==> src/rtl/bp_ptw_refill.sv <==
// Sv39 page-table walker: one TLB miss in, PTE reads out, single-cycle TLB write or page-fault report back.
// Zero-wait walk costs two cycles per level plus one; miss_ready_and_o only in IDLE, PTE request held until mem_ready_and_i.
module bp_ptw_refill #(
    parameter int vtag_width_p        = 27,
    parameter int ptag_width_p        = 28,
    parameter int page_offset_width_p = 12
) (
    input  logic                                        clk_i,
    input  logic                                        reset_n_i,
    input  logic [ptag_width_p-1:0]                     base_ppn_i,
    input  logic                                        flush_i,
    input  logic                                        miss_v_i,
    output logic                                        miss_ready_and_o,
    input  logic [vtag_width_p-1:0]                     miss_vtag_i,
    input  logic                                        miss_instr_i,
    input  logic                                        miss_load_i,
    input  logic                                        miss_store_i,
    output logic                                        mem_v_o,
    input  logic                                        mem_ready_and_i,
    output logic [ptag_width_p+page_offset_width_p-1:0] mem_paddr_o,
    input  logic                                        mem_data_v_i,
    input  logic [63:0]                                 mem_data_i,
    output logic                                        w_v_o,
    output logic [vtag_width_p-1:0]                     w_vtag_o,
    output logic [ptag_width_p+7:0]                     w_entry_o,
    output logic                                        fault_v_o,
    output logic                                        fault_instr_o,
    output logic                                        fault_load_o,
    output logic                                        fault_store_o,
    output logic                                        busy_o
);
    localparam int seg_lp = 9;

    typedef enum logic [2:0] {S_IDLE, S_SEND, S_WAIT, S_WRITE, S_FAULT, S_DRAIN} state_e;

    state_e                    r_state, w_state_nxt;
    logic [1:0]                r_level;
    logic [vtag_width_p-1:0]   r_vtag;
    logic [ptag_width_p-1:0]   r_ppn;
    logic [2:0]                r_type;
    logic [ptag_width_p+7:0]   r_entry;

    logic                      w_accept, w_descend, w_leaf_hit;
    logic [seg_lp-1:0]         w_seg;
    logic [ptag_width_p-1:0]   w_pte_ppn, w_ptag;
    logic                      w_pte_v, w_pte_r, w_pte_w, w_pte_x, w_pte_u, w_pte_a, w_pte_d;
    logic                      w_leaf, w_misaligned, w_fault;
    logic                      w_unused;

    assign w_pte_v   = mem_data_i[0];
    assign w_pte_r   = mem_data_i[1];
    assign w_pte_w   = mem_data_i[2];
    assign w_pte_x   = mem_data_i[3];
    assign w_pte_u   = mem_data_i[4];
    assign w_pte_a   = mem_data_i[6];
    assign w_pte_d   = mem_data_i[7];
    assign w_pte_ppn = mem_data_i[10 +: ptag_width_p];
    assign w_unused  = ^{mem_data_i[63:10+ptag_width_p], mem_data_i[9:8], mem_data_i[5]};

    always_comb begin
        w_seg = r_vtag[0 +: seg_lp];
        if (r_level == 2'd2)
            w_seg = r_vtag[2*seg_lp +: seg_lp];
        else if (r_level == 2'd1)
            w_seg = r_vtag[seg_lp +: seg_lp];
    end

    // A superpage leaf must leave the untranslated VPN bits of its PPN clear.
    assign w_leaf       = w_pte_r | w_pte_x;
    assign w_misaligned = w_leaf & (((r_level == 2'd2) & (|w_pte_ppn[2*seg_lp-1:0]))
                                  | ((r_level == 2'd1) & (|w_pte_ppn[seg_lp-1:0])));
    assign w_fault      = ~w_pte_v | (w_pte_w & ~w_pte_r) | (w_leaf & ~w_pte_a)
                        | (~w_leaf & (r_level == 2'd0)) | w_misaligned;

    always_comb begin
        w_ptag = w_pte_ppn;
        if (r_level == 2'd2)
            w_ptag = {w_pte_ppn[ptag_width_p-1:2*seg_lp], r_vtag[2*seg_lp-1:0]};
        else if (r_level == 2'd1)
            w_ptag = {w_pte_ppn[ptag_width_p-1:seg_lp], r_vtag[seg_lp-1:0]};
    end

    always_comb begin
        w_state_nxt = r_state;
        w_accept    = 1'b0;
        w_descend   = 1'b0;
        w_leaf_hit  = 1'b0;
        case (r_state)
            S_IDLE: begin
                if (miss_v_i) begin
                    w_state_nxt = S_SEND;
                    w_accept    = 1'b1;
                end
            end
            S_SEND: begin
                if (flush_i)
                    w_state_nxt = mem_ready_and_i ? S_DRAIN : S_IDLE;
                else if (mem_ready_and_i)
                    w_state_nxt = S_WAIT;
            end
            S_WAIT: begin
                if (flush_i) begin
                    w_state_nxt = mem_data_v_i ? S_IDLE : S_DRAIN;
                end else if (mem_data_v_i) begin
                    if (w_fault) begin
                        w_state_nxt = S_FAULT;
                    end else if (w_leaf) begin
                        w_state_nxt = S_WRITE;
                        w_leaf_hit  = 1'b1;
                    end else begin
                        w_state_nxt = S_SEND;
                        w_descend   = 1'b1;
                    end
                end
            end
            S_WRITE, S_FAULT: w_state_nxt = S_IDLE;
            S_DRAIN: begin
                if (mem_data_v_i)
                    w_state_nxt = S_IDLE;
            end
            default: w_state_nxt = S_IDLE;
        endcase
    end

    always_ff @(posedge clk_i or negedge reset_n_i) begin
        if (!reset_n_i) begin
            r_state <= S_IDLE;
            r_level <= 2'd0;
            r_vtag  <= '0;
            r_ppn   <= '0;
            r_type  <= 3'b000;
            r_entry <= '0;
        end else begin
            r_state <= w_state_nxt;
            if (w_accept) begin
                r_vtag  <= miss_vtag_i;
                r_type  <= {miss_instr_i, miss_load_i, miss_store_i};
                r_ppn   <= base_ppn_i;
                r_level <= 2'd2;
            end
            if (w_descend) begin
                r_ppn   <= w_pte_ppn;
                r_level <= r_level - 2'd1;
            end
            if (w_leaf_hit)
                r_entry <= {w_ptag, r_level == 2'd2, r_level == 2'd1,
                            w_pte_a, w_pte_d, w_pte_u, w_pte_x, w_pte_w, w_pte_r};
        end
    end

    assign miss_ready_and_o = (r_state == S_IDLE);
    assign busy_o           = (r_state != S_IDLE);
    assign mem_v_o          = (r_state == S_SEND);
    assign mem_paddr_o      = (r_state == S_SEND) ? {r_ppn, w_seg, 3'b000} : '0;
    assign w_v_o            = (r_state == S_WRITE) & ~flush_i;
    assign w_vtag_o         = r_vtag;
    assign w_entry_o        = r_entry;
    assign fault_v_o        = (r_state == S_FAULT) & ~flush_i;
    assign fault_instr_o    = fault_v_o & r_type[2];
    assign fault_load_o     = fault_v_o & r_type[1];
    assign fault_store_o    = fault_v_o & r_type[0];

    // Only one PTE read is ever outstanding, so a response is legal only while one is owed.
    assert property (@(posedge clk_i) disable iff (!reset_n_i)
        mem_data_v_i |-> (r_state == S_WAIT || r_state == S_DRAIN));

endmodule

==> config.mk <==
export PLATFORM = sky130hd
export DESIGN_NAME = bp_ptw_refill
export DESIGN_NICKNAME = d
export VERILOG_FILES = /design/src/rtl/bp_ptw_refill.sv
export SDC_FILE = /design/constraint.sdc
export NUM_CORES = 1
export LEC_CHECK = 0
export CORE_ASPECT_RATIO = 1.2
export CORE_MARGIN = 2
export CORE_UTILIZATION = 27
export DETAILED_ROUTE_END_ITERATION = 8
export PLACE_DENSITY = 0.57
export SKIP_LAST_GASP = 1
export SLEW_MARGIN = 20
export SYNTH_ARGS = -nofsm -noshare
export SYNTH_HDL_FRONTEND = slang
export SYNTH_SLANG_ARGS = --single-unit
==> constraint.sdc <==
create_clock -name clk_i -period 5.3 [get_ports clk_i]
set_input_delay 1.06 -clock clk_i [delete_from_list [all_inputs] [get_ports clk_i]]
set_output_delay 1.06 -clock clk_i [all_outputs]
set_load 0.005 [all_outputs]
# --- Word-level counts from Yosys, hierarchy flattened ---
# Index checks and enable logic that the tools add are counted.
totals:
  reg_bits: 99
  in_bits: 128
  output_inout_bits: 111
  elab_cells: 79
op_classes:
  add_sub_neg: 1
  n_eq_ne: 11
  muxes: 32
  bitwise: 22
  n_reduce_logical: 7
ops:
  columns: ["operator", "n"]
  rows:
  - ["$mux W28", 2]
  - ["$mux W40", 1]
  - ["$mux W3", 9]
  - ["$mux W9", 3]
  - ["$mux W18", 1]
  - ["$reduce_or A18 Y1", 1]
  - ["$mux W1", 12]
  - ["$pmux W3 S4", 1]
  - ["$and A1 B1 Y1", 11]
  - ["$reduce_or A9 Y1", 1]
  - ["$eq A3 B2 Y1 const B", 2]
  - ["$eq A3 B3 Y1 const B", 2]
  - ["$mux W2", 3]
  - ["$or A1 B1 Y1", 6]
  - ["$not A1 Y1", 5]
  - ["$ne A2 B2 Y1 const B", 2]
  - ["$reduce_and A4 Y1", 1]
  - ["$eq A3 B1 Y1 const B", 1]
  - ["$logic_not A3 Y1", 1]
  - ["$ne A3 B2 Y1 const B", 1]
  - ["$ne A3 B3 Y1 const B", 1]
  - ["$reduce_bool A3 Y1", 1]
  - ["$eq A2 B1 Y1 const B", 1]
  - ["$eq A2 B2 Y1 const B", 1]
  - ["other kinds (3)", 3]

# --- Depth between registers and ports, before layout ---
# Gate-level depths: netlist (run 1).
depth:
  depth_word: 11
  ltp_mapped: 10
  mapped_depth_nobuf: 7

# --- Worst setup path after synthesis (run 1) ---
# OpenSTA, ideal clock, no wires.
synth_path:
  path_type: "input to output"
  from: "in flush_i"
  to: "out fault_instr_o"
  arrival_time_ns: 1.906
  required_ns: 4.240
  setup_slack_ns: 2.334
  path_stages: 3
  n_path_buf: 1
  cell_sequence: "buf_1 > nor4_1 > and2_1"
synth_between:
  elab_chain_cells: 3
synth_rtl:
  columns: ["item", "line", "rtl"]
  rows:
  - ["from (decl)", "11", "input logic flush_i,"]
  - ["$not A1 Y1", "158", "assign fault_v_o = (r_state == S_FAULT) & ~flush_i;"]
  - ["$and A1 B1 Y1", "158", null]
  - ["net fault_v_o", "26", "output logic fault_v_o,"]
  - ["$and A1 B1 Y1", "159", "assign fault_instr_o = fault_v_o & r_type[2];"]
  - ["to (decl)", "27", "output logic fault_instr_o,"]
# The timed path passes the listed nets, and every way through them passes these cells.

# --- Worst setup path after layout (run 1) ---
layout_path:
  from: "in flush_i"
  to: "out fault_store_o"
layout_between:
  elab_chain_cells: 3
layout_rtl:
  columns: ["item", "line", "rtl"]
  rows:
  - ["$not A1 Y1", "158", null]
  - ["$and A1 B1 Y1", "158", null]
  - ["$and A1 B1 Y1", "161", "assign fault_store_o = fault_v_o & r_type[0];"]
  - ["to (decl)", "29", "output logic fault_store_o,"]
# Every way passes these cells.

==> results of run 1 <==
-- state kept, by name, summed over array words and instances, names as in the netlist --
register / count
r_state: 3
w_vtag_o: 27
r_type: 3
r_ppn: 28
w_entry_o: 36
r_level: 2
-- through the flow --
stage / area, um^2 / setup slack, ps / utilization / power [mW] / hold slack [ps]
after global placement: 7182 / 1298 / 0.3966 / 2.579 / 452.6
after CTS: 7465 / 1240 / 0.4122 / 3.274 / 470.7
after floorplan: 4970 / 2334 / - / 1.800 / 438.2
final: 7465 / 1233 / 0.4122 / 3.213 / 465.9
after detailed placement: 7182 / 1261 / 0.3966 / 2.597 / 452.8
after global routing: 7465 / 1136 / 0.4122 / 3.451 / 495.6
-- cells in the mapped netlist, types with 2 or more instances --
master	instances	share of area
sky130_fd_sc_hd__nand3_1	3	0.0030
sky130_fd_sc_hd__buf_2	10	0.010
sky130_fd_sc_hd__nor3_1	4	0.0040
sky130_fd_sc_hd__nand2b_1	3	0.0038
sky130_fd_sc_hd__nor2_1	24	0.018
sky130_fd_sc_hd__a2bb2oi_1	2	0.0035
sky130_fd_sc_hd__mux2_2	55	0.12
sky130_fd_sc_hd__buf_6	3	0.0068
sky130_fd_sc_hd__inv_1	7	0.0053
sky130_fd_sc_hd__a22oi_1	28	0.042
sky130_fd_sc_hd__mux2i_1	9	0.018
sky130_fd_sc_hd__and3_1	29	0.037
sky130_fd_sc_hd__nor4_1	2	0.0025
sky130_fd_sc_hd__mux2_4	29	0.088
sky130_fd_sc_hd__buf_4	4	0.0061
sky130_fd_sc_hd__ha_1	3	0.0076
sky130_fd_sc_hd__nand2_1	59	0.045
sky130_fd_sc_hd__buf_1	2	0.0015
sky130_fd_sc_hd__o211ai_1	2	0.0030
sky130_fd_sc_hd__dfrtp_1	99	0.50
sky130_fd_sc_hd__o21ai_2	2	0.0035
sky130_fd_sc_hd__o21ai_0	2	0.0020
sky130_fd_sc_hd__a21oi_1	14	0.014
sky130_fd_sc_hd__clkbuf_1	14	0.011
sky130_fd_sc_hd__and2_1	4	0.0050
-- routing by layer --
layer | track usage | part of all wire | wire length (um) | up-vias
met2 | 0.2865 | 0.50 | 7959 | 153
li1 | - | - | - | 1914
met4 | 0.04500 | 0.012 | 191 | 0
met1 | 0.2037 | 0.42 | 6797 | 1969
met5 | 0 | 0 | 0 | -
met3 | 0.04319 | 0.068 | 1083 | 12
-- logic make-up (layout without fill, tap and decap cells) --
group	count (synthesis)	count (layout)
other	1	3
flip-flops	99	99
buffers and inverters	41	235
adder cells (fa/ha/maj)	3	3
AND/OR/NAND/NOR	140	140
AO/OA/AOI/OAI	57	57
multiplexers	93	93
-- area by class of cell --
class,count,area share
Inverter,7,0.003520
Timing Repair Buffer,212,0.2819
Clock inverter,6,0.007208
Multi-Input combinational cell,296,0.3072
Clock buffer,10,0.03067
Tap cell,224,0.03755
Sequential cell,99,0.3319
-- how the worst max path moves through the flow --
| stage | from | endpoint | slack, ps |
|---|---|---|---|
| after global routing | flush_i | fault_store_o | 1140 |
| after CTS | flush_i | fault_store_o | 1240 |
| after detailed placement | flush_i | fault_store_o | 1260 |
| after global placement | flush_i | fault_load_o | 1300 |
| after floorplan | flush_i | fault_instr_o | 2330 |
| final | flush_i | fault_store_o | 1230 |
-- where the power goes --
| group | switching [mW] | leakage, nW | internal (mW) |
|---|---|---|---|
| Combinational | 0.542 | 1.95 | 0.830 |
| Clock | 0.320 | 0.136 | 0.329 |
| Sequential | 0.205 | 1.26 | 0.988 |
==> metrics.log, run 1 <==
[metrics] cell count after placement: between 800 and 900
[metrics] violation count after the first detailed-route iteration: between 150 and 200
[metrics] number of cell instances on the worst register-to-register path: 8
[metrics] number of hold buffers added after cts: 0
[metrics] clock slew seen by the registers of the worst setup and hold paths: ~80 ps
[metrics] Buf+Inv Stages, Crit Path: 2
[metrics] area taken by multi-input logic gates: 2293 um^2
[metrics] kind of path behind the tightest hold check: flip-flop to flip-flop
[metrics] Max IR drop VDD: about 0.23 mV
[metrics] Nets: 756
[metrics] async set-or-reset flop fraction in the synthesized netlist: 1.000
[metrics] total congestion overflow after global routing: 0
[metrics] number of buffer cells added on primary ports: ~210
[metrics] Clk Latency, worst-skew pair: between 300 and 400 ps
[metrics] post-route setup TNS: 0 ps
[metrics] fill count: 1744
[metrics] wire length of the first global-routing pass: 25310 um
[metrics] multiplexer share of the synthesized area: 0.2307
[metrics] TritonCTS clock tree: yes
[metrics] Max clock buf depth: 2
[metrics] post-synthesis xor/xnor area fraction: 0
[metrics] Max-Slew Margin vs Limit: 0.4171
[metrics] area of the core: ~18000 um^2
[metrics] total global routing track utilization: 0.1658
[metrics] CP Launch Type: input pin
[metrics] post-route minimum period: about 4100 ps
[metrics] synthesized area per cell: 11.43 um^2
[metrics] first-pass iteration count of the detailed router: 4
[metrics] Slew @ Worst Pin: ~900 ps
[metrics] # clock sinks: 99
[metrics] number of max-slew violations in the final report: 0
[metrics] share of the cycle needed by the critical path after routing: 0.7674
[metrics] width of the die: between 100 and 150 um
[metrics] Storage cell area: approximately 2500 um^2
[metrics] number of cells on the critical path: 4
[metrics] Cell Pwr Density: roughly 430 nW/um^2
[metrics] DRC errors left: 0
[metrics] count of buffers added by post-CTS timing repair for setup: 0
[metrics] clk_skew: ~8.6 ps
[metrics] share of synthesized cell area in and, or, nand and nor gates: 0.1404
[metrics] area of the mapped netlist: 4962 um^2
[metrics] unrepaired setup endpoints after global routing: no
[metrics] critical hold path startpoint: w_entry_o[5]
[metrics] register-to-register path setup slack: between 2000 and 2500 ps
[metrics] diodes inserted: 0
[metrics] Reg-to-Reg End: w_entry_o[24]
[metrics] share of the synthesized area in compound gates (AO/OA/AOI/OAI): 0.07993
[metrics] Area growth, synth to finish: 50.43%
[metrics] post-cts resize count: 0
[metrics] arrival time at the worst endpoint: 3010 ps
[metrics] most frequently used flop master after synthesis: sky130_fd_sc_hd__dfrtp_1
[metrics] fin cells: 854
[metrics] share of layout cells above drive strength 1: 0.1873
[metrics] Static Leak: 3.349 nW
[metrics] initial antenna violation count: 0
[metrics] proportion of synthesized chip area in sequential cells: 0.4992
[metrics] leading cell type in the layout, fill and taps excluded: sky130_fd_sc_hd__clkdlybuf4s50_1
[metrics] flops & latches, synth: 99
[metrics] setup violation total in the final timing report: 0
[metrics] maximum fanout count along the critical path: 12
[metrics] chain of cells forming the critical path: clkdlybuf4s50_1, nor4_1, and2_1, clkdlybuf4s50_1
[metrics] Die Footprint: about 20000 um^2
[metrics] initial standard-cell utilization of the core: 0.2740
[metrics] top achievable clock speed: 245.9 MHz
[metrics] CP Data Required Time: ~4200 ps
[metrics] leading cell types in the layout, fill and taps excluded: 205 x sky130_fd_sc_hd__clkdlybuf4s50_1, 99 x sky130_fd_sc_hd__dfrtp_1, 59 x sky130_fd_sc_hd__nand2_1, 55 x sky130_fd_sc_hd__mux2_2
[metrics] number of global-route vias before repair: ~4400
[metrics] maximum number of pins on one net before global-route repair: between 60 and 70
[metrics] number of instances in the synthesized netlist: approximately 430
[metrics] number of primary I/O pins: 239
[metrics] vias post-DR: 4048
[metrics] number of enable flip-flop cells after synthesis: 0
[metrics] critical path's slowest cell: sky130_fd_sc_hd__clkdlybuf4s50_1
[metrics] category of the worst setup path capture point: output port
[metrics] origin of the critical flop-to-flop path: r_level[0]
[metrics] cell chosen for the clock root: sky130_fd_sc_hd__clkbuf_16
[metrics] share of synthesized cell area in full adder, half adder and majority cells: 0.007564
[metrics] HPWL reported at the end of detailed placement: about 12000 um
[metrics] main combinational cell family by area after synthesis: multiplexers
[metrics] number of vias per cell: between 4 and 5
[metrics] largest delay contributor family on the critical path: buffers and inverters
[metrics] Worst Hold Path EP: w_entry_o[5]
[metrics] average detailed-routed wire length per instance: around 19 um
[metrics] number of H-tree levels: 3
[metrics] largest stage delay on the critical path: 630 ps
[metrics] row count: between 50 and 60
[metrics] Unique masters post-synth: 46
[metrics] worst hold path stage count: 1
[metrics] critical path class: input pin to output port
[metrics] status: complete, no violations
[metrics] DRT Wirelength: 16030 um
[metrics] final RePlAce weighted congestion: approximately 0.8
[metrics] Final Hold Vio Count: 0
[metrics] count of synthesis-stage warnings from yosys: 0
[metrics] Antenna Violating Nets Remaining: 0
[metrics] Die Y-Extent: 152.5 um
[metrics] Critical Path Most Common Cell: sky130_fd_sc_hd__clkdlybuf4s50_1
[metrics] number of clock buffers inserted by TritonCTS: 9
[metrics] MaxCap Viol Count: 0
No activity file was read; power rests on OpenSTA's default activity.
==> inputs of run 2 (changes only) <==
==> constraint.sdc (replaced) <==
create_clock -name clk_i -period 3.85 [get_ports clk_i]
set_input_delay 0.77 -clock clk_i [delete_from_list [all_inputs] [get_ports clk_i]]
set_output_delay 0.77 -clock clk_i [all_outputs]
set_load 0.005 [all_outputs]
==> metrics.log, run 2 (synthesis gave the netlist of run 1 again) <==
[metrics] Nets: 761 (+0.66%)
[metrics] number of primary I/O pins: 239 (unchanged)
[metrics] chain of cells forming the critical path: nor2b_2, buf_4, nand2_1, nor2_1, clkdlybuf4s50_1
[metrics] final cell utilization of the core: 0.4158 (+0.003524)
[metrics] Power Total: 4.420 mW (+38%)
[metrics] post-route setup TNS: 0 ps (unchanged)
[metrics] maximum number of pins on one net before global-route repair: 82 (+30%)
[metrics] post-placement setup slack: 609.8 ps (-651.5 ps)
[metrics] initial standard-cell utilization of the core: 0.2740 (unchanged)
[metrics] origin of the critical flop-to-flop path: r_level[1]
[metrics] Static Leak: 3.383 nW (+1.0%)
[metrics] Max IR drop VDD: 0.3078 mV (+34%)
[metrics] Final Hold Vio Count: 0 (unchanged)
[metrics] Die Footprint: 19480 um^2 (unchanged)
[metrics] area of the core: 18110 um^2 (unchanged)
[metrics] number of global-route vias before repair: 4315 (-1.1%)
[metrics] maximum fanout count along the critical path: 32 (+20)
[metrics] number of vias per cell: 4.793 (+1.1%)
[metrics] post-cts resize count: 0 (unchanged)
[metrics] critical path's slowest cell: sky130_fd_sc_hd__dfrtp_1
[metrics] top achievable clock speed: between 300 and 400 MHz
[metrics] critical path class: flip-flop to output port
[metrics] Cell Pwr Density: 587.1 nW/um^2 (+36%)
[metrics] critical hold path startpoint: r_ppn[15]
[metrics] largest delay contributor family on the critical path: buffers and inverters
[metrics] Hold Worst Slack: 469.2 ps (+3.354 ps)
[metrics] Area growth, synth to finish: 51.71%
[metrics] violation count after the first detailed-route iteration: 199 (+11%)
[metrics] category of the worst setup path capture point: output port
[metrics] status: complete, no violations
[metrics] post-route minimum period: 3275 ps
[metrics] final RePlAce weighted congestion: 0.8254 (+0.89%)
[metrics] initial antenna violation count: 0 (unchanged)
[metrics] count of buffers added by post-CTS timing repair for setup: 0 (unchanged)
[metrics] number of max-slew violations in the final report: 0 (unchanged)
[metrics] Buf+Inv Stages, Crit Path: 2 (unchanged)
[metrics] share of layout cells above drive strength 1: 0.1921 (+0.004824)
[metrics] share of the cycle needed by the critical path after routing: 0.8506
[metrics] vias post-DR: 4117 (+1.7%)
[metrics] number of clock buffers inserted by TritonCTS: 9 (unchanged)
[metrics] total congestion overflow after global routing: 0 (unchanged)
[metrics] Antenna Violating Nets Remaining: 0 (unchanged)
[metrics] clk_skew: 11.62 ps (+3.003 ps)
[metrics] Clk Latency, worst-skew pair: 350 ps (about the same)
[metrics] HPWL reported at the end of detailed placement: 11890 um (+2.2%)
[metrics] leading cell types in the layout, fill and taps excluded: 205 x sky130_fd_sc_hd__clkdlybuf4s50_1, 99 x sky130_fd_sc_hd__dfrtp_1, 59 x sky130_fd_sc_hd__nand2_1, 55 x sky130_fd_sc_hd__mux2_2
[metrics] leading cell type in the layout, fill and taps excluded: sky130_fd_sc_hd__clkdlybuf4s50_1
[metrics] number of flip-flops under the largest register name: 36 (unchanged)
[metrics] DRT Wirelength: 16090 um (+0.34%)
[metrics] average detailed-routed wire length per instance: 18.73 um (-0.25%)
[metrics] Max-Slew Margin vs Limit: 0.4741 (+0.05704)
[metrics] diodes inserted: 0 (unchanged)
[metrics] arrival time at the worst endpoint: 2500 ps (-510 ps)
[metrics] CP Data Required Time: 3080 ps (-1160 ps)
[metrics] Slew @ Worst Pin: 788.8 ps (-85.56 ps)
[metrics] largest stage delay on the critical path: 540 ps (-90 ps)
[metrics] width of the die: 127.8 um (unchanged)
[metrics] TritonCTS clock tree: yes
[metrics] CP Launch Type: flip-flop
[metrics] # clock sinks: 99 (unchanged)
[metrics] number of H-tree levels: 3 (unchanged)
[metrics] minimum setup slack in the final design: 575.3 ps (-657.4 ps)
[metrics] kind of path behind the tightest hold check: flip-flop to flip-flop
[metrics] Die Y-Extent: 152.5 um (unchanged)
[metrics] worst setup path startpoint: r_state[0]
[metrics] wire length of the first global-routing pass: 25100 um (-0.85%)
[metrics] unrepaired setup endpoints after global routing: no
[metrics] total global routing track utilization: 0.1657 (about the same)
[metrics] number of buffer cells added on primary ports: 206 (unchanged)
[metrics] Max clock buf depth: 2 (unchanged)
[metrics] cell chosen for the clock root: sky130_fd_sc_hd__clkbuf_16
[metrics] MaxCap Viol Count: 0 (unchanged)
[metrics] first-pass iteration count of the detailed router: 4 (unchanged)
[metrics] clock slew seen by the registers of the worst setup and hold paths: 70 ps (about the same)
[metrics] DRC errors left: 0 (unchanged)
[metrics] number of hold buffers added after cts: 0 (unchanged)
[metrics] row count: 54 (unchanged)
[metrics] setup violation total in the final timing report: 0 (unchanged)
## run 2: cell types whose count changed in the layout (fill, tap and decap cells not counted), sizes merged
| cell | delta |
|---|---|
| buf | +5 |
| clkinv | +1 |
| clkbuf | +2 |
| inv | -3 |
## run 2: final timing paths
check	endpoint	slack, ps	cells past startpoint
max	mem_paddr_o[9]	580	5
min	r_ppn[15]	470	2
max reg2reg	w_entry_o[25]	1010	8
min reg2reg	r_ppn[15]	470	2
max in group asynchronous	r_ppn[12]	2690	2
min in group asynchronous	r_state[1]	480	1
## run 2: layout make-up
| type | count | area, um^2 |
|---|---|---|
| repair buffers | 217 | 2171 |
| clock buffers | 12 | 246.5 |
| fillers | 1754 | 10580 |
| inverters | 7 | 26.28 |
| clock inverters | 4 | 33.78 |
| multi-input cells | 296 | 2293 |
| well taps | 224 | 280.3 |
| flip-flops and latches | 99 | 2477 |
## run 2: routing by layer
metal	track usage	part of all wire	up-vias
li1	-	-	1918
met1	0.1998	0.42	2042
met2	0.2872	0.50	146
met3	0.05162	0.066	11
met4	0.03925	0.0091	0
met5	0	0	-
## run 2: stage by stage
step	instance area, um^2	cells
3_5_place_dp	7244	843
6_report	7528	859
2_1_floorplan	4970	436
4_1_cts	7525	859
3_3_place_gp	7244	843
5_1_grt	7528	859
## run 2: worst reg2reg max path, cell delays in order (launching register included)
cell and delay (ps):
sky130_fd_sc_hd__dfrtp_1 410, sky130_fd_sc_hd__inv_1 90, sky130_fd_sc_hd__ha_1 590, sky130_fd_sc_hd__nor2_2 270
sky130_fd_sc_hd__a41oi_1 320, sky130_fd_sc_hd__o21ai_2 160, sky130_fd_sc_hd__nand3_4 270, sky130_fd_sc_hd__buf_12 270
sky130_fd_sc_hd__mux2_2 370
## run 2: report_power, final
part	internal [mW]	total (mW)	switching (mW)	leakage [nW]
clock	0.462	0.870	0.409	0.133
combinational	1.15	1.90	0.746	1.99
sequential	1.36	1.65	0.289	1.26
==> inputs of run 3 (changes only) <==
--- a/config.mk
+++ b/config.mk
@@ -9,6 +9,7 @@
 export CORE_MARGIN = 2
 export CORE_UTILIZATION = 27
 export DETAILED_ROUTE_END_ITERATION = 8
+export GPL_TIMING_DRIVEN = 0
 export PLACE_DENSITY = 0.57
 export SKIP_LAST_GASP = 1
 export SLEW_MARGIN = 20
==> metrics.log, run 3 (synthesis gave the netlist of run 1 again) <==
[metrics] status: complete, no violations
[metrics] average detailed-routed wire length per instance: 18.67 um (-0.31%)
[metrics] number of buffer cells added on primary ports: 206 (unchanged)
[metrics] post-cts resize count: 0 (unchanged)
[metrics] unrepaired setup endpoints after global routing: no
[metrics] largest stage delay on the critical path: 640 ps (+100 ps)
[metrics] Nets: 785 (+3.2%)
[metrics] share of the cycle needed by the critical path after routing: 0.9445 (+0.09395)
[metrics] Storage cell area: 2477 um^2 (unchanged)
[metrics] Max IR drop VDD: 0.3787 mV (+23%)
[metrics] # clock sinks: 99 (unchanged)
[metrics] DRT Wirelength: 16480 um (+2.5%)
[metrics] width of the die: 127.8 um (unchanged)
[metrics] maximum number of pins on one net before global-route repair: 61 (-26%)
[metrics] final RePlAce weighted congestion: 0.8077 (-2.1%)
[metrics] vias post-DR: 4099 (-0.44%)
[metrics] leading cell types in the layout, fill and taps excluded: 205 x sky130_fd_sc_hd__clkdlybuf4s50_1, 99 x sky130_fd_sc_hd__dfrtp_1, 59 x sky130_fd_sc_hd__nand2_1, 55 x sky130_fd_sc_hd__mux2_2
[metrics] total congestion overflow after global routing: 0 (unchanged)
[metrics] Buf+Inv Stages, Crit Path: 3 (+1)
[metrics] setup violation total in the final timing report: 0 (unchanged)
[metrics] initial antenna violation count: 0 (unchanged)
[metrics] TritonCTS clock tree: yes
[metrics] Critical Path Most Common Cell: sky130_fd_sc_hd__clkdlybuf4s50_1
[metrics] Power Total: 4.462 mW (+0.95%)
[metrics] total global routing track utilization: 0.1722 (+0.006568)
[metrics] first-pass iteration count of the detailed router: 4 (unchanged)
[metrics] Clk Latency, worst-skew pair: 350 ps (about the same)
[metrics] placed inst area: 7341 um^2 (+1.3%)
[metrics] DRC errors left: 0 (unchanged)
[metrics] cell count after placement: 867 (+2.8%)
[metrics] kind of path behind the tightest hold check: input pin to asynchronous set/reset pin
[metrics] critical path class: input pin to output port
[metrics] number of primary I/O pins: 239 (unchanged)
[metrics] MaxCap Viol Count: 0 (unchanged)
[metrics] maximum fanout count along the critical path: 10 (-69%)
[metrics] Die Y-Extent: 152.5 um (unchanged)
[metrics] clk_skew: 6.015 ps (-5.604 ps)
[metrics] number of max-slew violations in the final report: 0 (unchanged)
[metrics] Slew @ Worst Pin: 677.1 ps (-111.7 ps)
[metrics] Cell Pwr Density: 585.4 nW/um^2 (-0.29%)
[metrics] top achievable clock speed: 275.0 MHz (-9.9%)
[metrics] number of hold buffers added after cts: 0 (unchanged)
[metrics] wire length of the first global-routing pass: 25940 um (+3.4%)
[metrics] CP Launch Type: input pin
[metrics] Antenna Violating Nets Remaining: 0 (unchanged)
[metrics] row count: 54 (unchanged)
[metrics] number of clock buffers inserted by TritonCTS: 9 (unchanged)
[metrics] largest delay contributor family on the critical path: buffers and inverters
[metrics] number of vias per cell: 4.642 (-3.1%)
[metrics] leading cell type in the layout, fill and taps excluded: sky130_fd_sc_hd__clkdlybuf4s50_1
[metrics] diodes inserted: 0 (unchanged)
[metrics] number of global-route vias before repair: 4512 (+4.6%)
[metrics] violation count after the first detailed-route iteration: 139 (-30%)
[metrics] category of the worst setup path capture point: output port
[metrics] Static Leak: 3.441 nW (+1.7%)
[metrics] clock slew seen by the registers of the worst setup and hold paths: 70 ps (about the same)
[metrics] initial standard-cell utilization of the core: 0.2740 (unchanged)
[metrics] post-route cell area: 7622 um^2 (+1.2%)
[metrics] number of H-tree levels: 3 (unchanged)
[metrics] Final Hold Vio Count: 0 (unchanged)
[metrics] post-route minimum period: 3636 ps (+361.7 ps)
[metrics] arrival time at the worst endpoint: 2870 ps (+370 ps)
[metrics] fin cells: 883 (+2.8%)
[metrics] area of the core: 18110 um^2 (unchanged)
[metrics] HPWL reported at the end of detailed placement: 12690 um (+6.6%)
[metrics] Area growth, synth to finish: 53.61%
[metrics] CP Data Required Time: 3080 ps (about the same)
[metrics] Hold Worst Slack: 329.1 ps (-140.1 ps)
[metrics] Max-Slew Margin vs Limit: 0.5486 (+0.07448)
[metrics] Max clock buf depth: 2 (unchanged)
[metrics] number of flip-flops under the largest register name: 36 (unchanged)
[metrics] share of layout cells above drive strength 1: 0.1973 (+0.005143)
[metrics] chain of cells forming the critical path: clkdlybuf4s50_1, buf_1, nor4_1, and2_1, clkdlybuf4s50_1
[metrics] fill count: 1761 (+0.40%)
[metrics] count of buffers added by post-CTS timing repair for setup: 0 (unchanged)
[metrics] final cell utilization of the core: 0.4210 (+0.005183)
[metrics] critical path's slowest cell: sky130_fd_sc_hd__nor4_1
[metrics] cell chosen for the clock root: sky130_fd_sc_hd__clkbuf_16
[metrics] Die Footprint: 19480 um^2 (unchanged)
[metrics] area taken by multi-input logic gates: 2287 um^2 (-0.27%)
==> run 3: cell count changes in the layout (fill, tap and decap cells not counted), sizes merged <==
cell / delta
clkbuf: +13
buf: +9
clkinv: +1
inv: +1
==> run 3: routing by layer <==
layer,GRT usage,part of all wire
met5,0,0
met4,0.03715,0.0089
met3,0.04705,0.060
met1,0.2134,0.43
met2,0.2987,0.50
==> run 3: worst paths after layout <==
path,startpoint,endpoint,slack (ps),cells after the start
min reg2reg,r_ppn[19],r_ppn[19],470,2
max reg2reg,r_level[0],w_entry_o[9],1490,8
min,reset_n_i,r_ppn[2],330,1
min in group clk_i,r_ppn[19],r_ppn[19],470,2
max in group asynchronous,reset_n_i,w_vtag_o[12],2880,2
max,flush_i,fault_load_o,210,5
==> run 3: power by group <==
group	switching (mW)	internal (mW)	leakage, nW
combinational	0.775	1.17	2.04
sequential	0.278	1.36	1.26
clock	0.428	0.447	0.135
==> run 3: metrics by stage <==
step / setup TNS, ps / worst slack, ps
after floorplan: 0 / 1444
after global placement: -188670 / -1914
after detailed placement: 0 / 218.2
after CTS: 0 / 134.3
after global routing: 0 / 93.49
final: 0 / 213.6
==> run 3: layout make-up <==
cell class                 count  share of cell area
timing repair buffer         207              0.2743
multi-input combinational    296              0.3001
clock buffer                  10             0.03004
clock inverter                 6            0.006566
tap                          224             0.03677
buffer                        34             0.02380
sequential                    99              0.3250
inverter                       7            0.003447
